==> src/rtl/truth_table_sequencer_if.sv <==
// rtl/truth_table_sequencer_if.sv - control/result bundle between the sequencer and its start/observer side
// Optional macro TT_CAPTURE_EN adds the f_table signal.
interface truth_table_sequencer_if #(
  parameter int N_INPUTS = 3
);
  logic                       start;
  logic [N_INPUTS-1:0]        vec;
  logic                       f_in;
  logic                       fs_in;
  logic                       busy;
  logic                       done;
  logic                       pass;
  logic [N_INPUTS:0]          mismatch_count;
  logic [N_INPUTS-1:0]        first_fail;
  logic                       first_fail_valid;
`ifdef TT_CAPTURE_EN
  logic [(1<<N_INPUTS)-1:0]   f_table;

  modport master (
    input  start, f_in, fs_in,
    output vec, busy, done, pass, mismatch_count, first_fail, first_fail_valid, f_table
  );

  modport slave (
    output start, f_in, fs_in,
    input  vec, busy, done, pass, mismatch_count, first_fail, first_fail_valid, f_table
  );
`else
  modport master (
    input  start, f_in, fs_in,
    output vec, busy, done, pass, mismatch_count, first_fail, first_fail_valid
  );

  modport slave (
    output start, f_in, fs_in,
    input  vec, busy, done, pass, mismatch_count, first_fail, first_fail_valid
  );
`endif
endinterface

==> src/rtl/truth_table_sequencer.sv <==
// rtl/truth_table_sequencer.sv - exhaustive F vs Fs sweep controller for a small combinational unit
// Optional macro TT_CAPTURE_EN: records F for every vector into f_table.
module truth_table_sequencer #(
  parameter int N_INPUTS      = 3,
  parameter int SETTLE_CYCLES = 2
) (
  input  logic                          i_clk,
  input  logic                          i_rst_n,
  truth_table_sequencer_if.master       bus
);

  localparam int          CW         = N_INPUTS + 1;
  localparam int unsigned LAST       = (1 << N_INPUTS) - 1;
  // Vector counter carries one extra bit so the terminal compare is full width.
  localparam logic [CW-1:0] LAST_VEC    = CW'(LAST);
  localparam logic [3:0]    SETTLE_LAST = 4'(SETTLE_CYCLES - 1);

  typedef enum logic [1:0] {
    S_IDLE,
    S_STEP,
    S_SAMPLE,
    S_DONE
  } state_t;

  state_t                r_state;
  logic [CW-1:0]         r_vec;
  logic [3:0]            r_settle;
  logic                  r_busy;
  logic                  r_done;
  logic                  r_pass;
  logic [CW-1:0]         r_mismatch_count;
  logic [N_INPUTS-1:0]   r_first_fail;
  logic                  r_first_fail_valid;
`ifdef TT_CAPTURE_EN
  logic [LAST:0]         r_f_table;
`endif

  // f_in/fs_in only matter in SAMPLE; elsewhere these wires are never consumed.
  logic                  w_mismatch;
  logic                  w_last;
  logic [CW-1:0]         w_count_next;

  assign w_mismatch   = bus.f_in ^ bus.fs_in;
  assign w_last       = (r_vec == LAST_VEC);
  assign w_count_next = r_mismatch_count + CW'(w_mismatch);

  // Sweep FSM with all outputs registered.
  always_ff @(posedge i_clk) begin
    if (!i_rst_n) begin
      r_state            <= S_IDLE;
      r_vec              <= '0;
      r_settle           <= '0;
      r_busy             <= 1'b0;
      r_done             <= 1'b0;
      r_pass             <= 1'b0;
      r_mismatch_count   <= '0;
      r_first_fail       <= '0;
      r_first_fail_valid <= 1'b0;
`ifdef TT_CAPTURE_EN
      r_f_table          <= '0;
`endif
    end else begin
      case (r_state)
        S_IDLE: begin
          r_done <= 1'b0;
          if (bus.start) begin
            r_state            <= S_STEP;
            r_vec              <= '0;
            r_settle           <= '0;
            r_busy             <= 1'b1;
            r_pass             <= 1'b0;
            r_mismatch_count   <= '0;
            r_first_fail       <= '0;
            r_first_fail_valid <= 1'b0;
`ifdef TT_CAPTURE_EN
            r_f_table          <= '0;
`endif
          end
        end

        S_STEP: begin
          r_settle <= r_settle + 4'd1;
          if (r_settle == SETTLE_LAST) begin
            r_state <= S_SAMPLE;
          end
        end

        S_SAMPLE: begin
          r_mismatch_count <= w_count_next;
          if (w_mismatch && !r_first_fail_valid) begin
            r_first_fail       <= r_vec[N_INPUTS-1:0];
            r_first_fail_valid <= 1'b1;
          end
`ifdef TT_CAPTURE_EN
          r_f_table[r_vec[N_INPUTS-1:0]] <= bus.f_in;
`endif
          if (w_last) begin
            // vec stays on the last vector; pass reflects this final sample too.
            r_state <= S_DONE;
            r_busy  <= 1'b0;
            r_done  <= 1'b1;
            r_pass  <= (w_count_next == '0);
          end else begin
            r_state  <= S_STEP;
            r_vec    <= r_vec + CW'(1);
            r_settle <= '0;
          end
        end

        S_DONE: begin
          r_done  <= 1'b0;
          r_state <= S_IDLE;
        end

        default: begin
          r_state <= S_IDLE;
          r_busy  <= 1'b0;
          r_done  <= 1'b0;
        end
      endcase
    end
  end

  assign bus.vec              = r_vec[N_INPUTS-1:0];
  assign bus.busy             = r_busy;
  assign bus.done             = r_done;
  assign bus.pass             = r_pass;
  assign bus.mismatch_count   = r_mismatch_count;
  assign bus.first_fail       = r_first_fail;
  assign bus.first_fail_valid = r_first_fail_valid;
`ifdef TT_CAPTURE_EN
  assign bus.f_table          = r_f_table;
`endif

endmodule

==> src/flat_wrapper.sv <==
// flat-port wrapper written by rule: the top's interface ports become plain ports
module truth_table_sequencer_flat 
#(
  parameter int N_INPUTS      = 3,
  parameter int SETTLE_CYCLES = 2
)
  (i_clk, i_rst_n, bus_start, bus_f_in, bus_fs_in, bus_vec, bus_busy, bus_done, bus_pass, bus_mismatch_count, bus_first_fail, bus_first_fail_valid);
  truth_table_sequencer_if #(.N_INPUTS(N_INPUTS)) bus_i ();
  input  logic i_clk;
  input  logic i_rst_n;
  input wire logic [$bits(bus_i.start)-1:0] bus_start;
  input wire logic [$bits(bus_i.f_in)-1:0] bus_f_in;
  input wire logic [$bits(bus_i.fs_in)-1:0] bus_fs_in;
  output wire logic [$bits(bus_i.vec)-1:0] bus_vec;
  output wire logic [$bits(bus_i.busy)-1:0] bus_busy;
  output wire logic [$bits(bus_i.done)-1:0] bus_done;
  output wire logic [$bits(bus_i.pass)-1:0] bus_pass;
  output wire logic [$bits(bus_i.mismatch_count)-1:0] bus_mismatch_count;
  output wire logic [$bits(bus_i.first_fail)-1:0] bus_first_fail;
  output wire logic [$bits(bus_i.first_fail_valid)-1:0] bus_first_fail_valid;
  assign bus_i.start = bus_start;
  assign bus_i.f_in = bus_f_in;
  assign bus_i.fs_in = bus_fs_in;
  assign bus_vec = bus_i.vec;
  assign bus_busy = bus_i.busy;
  assign bus_done = bus_i.done;
  assign bus_pass = bus_i.pass;
  assign bus_mismatch_count = bus_i.mismatch_count;
  assign bus_first_fail = bus_i.first_fail;
  assign bus_first_fail_valid = bus_i.first_fail_valid;
  truth_table_sequencer #(.N_INPUTS(N_INPUTS), .SETTLE_CYCLES(SETTLE_CYCLES)) u_core (.i_clk(i_clk), .i_rst_n(i_rst_n), .bus(bus_i));
endmodule
==> config.mk <==
export PLATFORM = sky130hd
export DESIGN_NAME = truth_table_sequencer_flat
export DESIGN_NICKNAME = d
export VERILOG_FILES = /design/src/rtl/truth_table_sequencer_if.sv /design/src/rtl/truth_table_sequencer.sv /design/src/flat_wrapper.sv
export SDC_FILE = /design/constraint.sdc
export NUM_CORES = 1
export LEC_CHECK = 0
export CORE_MARGIN = 5
export CORE_UTILIZATION = 50
export DETAILED_ROUTE_END_ITERATION = 12
export GPL_ROUTABILITY_DRIVEN = 1
export GPL_TIMING_DRIVEN = 0
export PLACE_DENSITY_LB_ADDON = 0.12
export SLEW_MARGIN = 20
export SYNTH_ARGS = -nofsm -noshare
export SYNTH_HDL_FRONTEND = slang
export SYNTH_SLANG_ARGS = --single-unit
export TNS_END_PERCENT = 5
==> constraint.sdc <==
create_clock -name i_clk -period 2 [get_ports i_clk]
set_clock_uncertainty 0.1 [all_clocks]
set_input_delay 0.5 -clock i_clk [delete_from_list [all_inputs] [get_ports i_clk]]
set_output_delay 0.5 -clock i_clk [all_outputs]
set_load 0.02 [all_outputs]
==> flow_summary.yaml <==
yosys:
  avgSynthCellArea_sq_um: 9.34
  syn_nets: 142
  synth_top_area_share_pct: 35.2
  yosysMostFrequentCell: "dfxtp_1"
  synthTopCellsByArea: "dfxtp_1 (35%), ha_1 (9.4%), xnor2_1 (4.4%), nor2_1 (3.8%), a21oi_1 (2.9%)"
  syn_area_sq_mm: 0.00119
  synthArstFlopShare_pct: 0
  netlist_instances: 128
  synth_top_area_cell: "dfxtp_1"
  synth_commonest_cells: "dfxtp_1 (21), nor2_1 (12), ha_1 (9)"
  synth-edff-count: 0
  ys_types: 43
  yosysSeqAreaShare_pct: 35.2
  synth_ff_type: "dfxtp_1"
  yosys_warnings: 0
  yosys_register_bits: 21
floorplan:
  io_pins: 19
  die_area_sq_mm: 0.00347
  core_sq_mm: 0.00225
  die_h_microns: 58.9
  fp.dieW_microns: 58.9
  rows: 17
  start_util_pct: 53.0
timing:
  setup_violations: 0
  slew_headroom_pct: 69.5
  period_share_pct: 96.2
  min_period_ns: 1.92
  tightest_slew_ns: 0.458
  fin_ws_ns: 0.0757
  drv_slew: 0
  final-hold-violation-count: 0
  setup_tns_ns: 0
  max_freq_mhz: 520
  rsz0062_at_grt: "no"
  whs_ns: 0.371
worst_setup_path:
  path_cells: "clkdlybuf4s50_1, xnor2_2, inv_1, ha_1, ha_4, nor4b_2, nand4_1, o21ai_0"
  crit_path_top_delay_cell: "clkdlybuf4s50_1"
  crit_type: "primary input to flop"
  critPathArrivalTime_ns: 2.06
  cp_top_family: "buffers and inverters"
  cp_slowest_stage_delay_ns: 0.50
  crit_buf_inv: 2
  critPathLaunchType: "primary input"
  cp-end-kind: "flop"
  crit_fanout: 2
  required_ns: 2.14
cts:
  clkLatencyLatePin_ns: 0.30
  numCtsBuffers: 3
  cts.htree.levels: 1
  numClockSinks: 21
  clk_pin_slew_ns: 0.11
  tritoncts: "built"
  cts.path.max_buffers: 2
  root_buffer: "clkbuf_4"
global_route:
  grt_overflow: 0
  grt_max_degree: 12
  track_usage_pct: 15.9
  grt_pass1_wl_mm: 4.32
  antenna_found_initial: 0
  first_global_vias: 966
routing:
  vias: 987
  vias_per_cell: 5.51
  ant_nets: 0
  routed_wl_mm: 2.54
  post-route-drc-count: 0
  wl_per_cell_microns: 14.2
  first_iter_violations: 20
  first_pass_iters: 4
place:
  port_buffers: 18
  dp_hpwl_mm: 1.82
  place_congestion: 0.729
  dp_slack_ns: -0.472
  placed_area_sq_mm: 0.00141
  dp.cells: 174
cells_and_area:
  multiInputGateArea_sq_um: 756
  seqCellArea_sq_um: 424
  antennaDiodeCount: 0
  drive_gt1_share_pct: 20.5
  synthToLayoutAreaGrowth_pct: 26.2
  instances_no_fill: 179
  nFillCells: 199
  final_cell_area_sq_mm: 0.00151
  final_util_pct: 66.9
  nets: 166
pwr:
  ir_worst_vdd_mv: 0.701
  p_leak_nw: 0.624
  power_mw: 1.33
  powerDensity_mw_per_mm2: 881
hold_path:
  hp-class: "flop to flop"
job:
  cap_violations: 0
status:
  status: "finished clean"
worst reg2reg max path, delay by kind of cell, from the launching register on:
kind | cells | cell delay (ns)
mux | 1 | 0.21
fa+ha+maj | 1 | 0.27
buf+inv | 2 | 0.24
simple gates | 3 | 0.51
flops | 1 | 0.41
final timing paths:
path,start,to,slack (ns),cells after the start
hold / removal,u_core.bus.pass$_SDFFE_PN0P_,u_core.bus.pass$_SDFFE_PN0P_,0.37,2
setup / recovery,bus_fs_in,u_core.bus.pass$_SDFFE_PN0P_,0.08,8
hold reg to reg,u_core.bus.pass$_SDFFE_PN0P_,u_core.bus.pass$_SDFFE_PN0P_,0.37,2
setup reg to reg,u_core.r_state[0]$_SDFFE_PN0P_,u_core.r_settle[0]$_SDFFE_PN0P_,0.15,7
power by group:
part           total [mW]  switching, mW  internal [mW]
combinational       0.614          0.347          0.267
clock               0.208          0.131         0.0777
sequential          0.505         0.0445          0.461
total                1.33          0.522          0.805
state kept, by name, summed over array words and instances, names as in the netlist:
register                     cells
u_core.bus.busy                  1
u_core.bus.done                  1
u_core.bus.first_fail            3
u_core.bus.first_fail_valid      1
u_core.bus.mismatch_count        4
u_core.bus.pass                  1
u_core.r_settle                  4
u_core.r_state                   2
u_core.r_vec                     4
layout make-up:
class	instances	area share, %
Multi-Input combinational cell	94	50.1
Sequential cell	21	28.1
Timing Repair Buffer	19	12.7
Buffer	7	3.49
Tap cell	28	2.32
Clock buffer	4	1.74
Inverter	6	1.49
routing by layer:
metal / wire length [microns] / GRT usage (%) / vias up
met5: 0 / 0 / -
met4: 0 / 5.83 / 0
met3: 112 / 3.51 / 0
met2: 1250 / 25.2 / 25
met1: 1180 / 20.9 / 458
li1: - / - / 504
logic make-up after synthesis:
logic type	Yosys count	synth area share (%)
adders and majority gates	9	9.42
muxes	4	3.77
and+or+nand+nor	47	25.3
DFF	21	35.2
xor gates and xnor gates	7	5.13
AOI/OAI and AO/OA	27	14.9
buffers and inverters	13	6.28
placed cells by master, fill, tap and decap left out, types with 2 or more instances in the layout:
cell type,instances
ha_1,6
buf_6,2
clkbuf_4,3
o21ai_0,6
dfxtp_2,3
nand2_1,4
ha_2,2
a22o_1,3
nor2b_1,4
xnor2_1,5
inv_1,6
dfxtp_1,18
a22oi_1,3
clkbuf_1,3
clkdlybuf4s50_1,11
a21oi_1,7
nor4b_4,2
nor2_1,12
nand3_1,3
nor3b_1,4
mux2i_1,2
dlymetal6s2s_1,4
nor3_2,2
nand4b_1,2
buf_4,6
nor3_1,3
timing repair:
item | CTS | global route
pin swaps | 2 | 1
hold endpoints to repair | 0 | 0
setup endpoints to repair | 9 | 13
buffers inserted | 1 | 0
gates resized for setup | 10 | 9
hold buffers | 0 | 0
(Power assumes the default switching activity.)
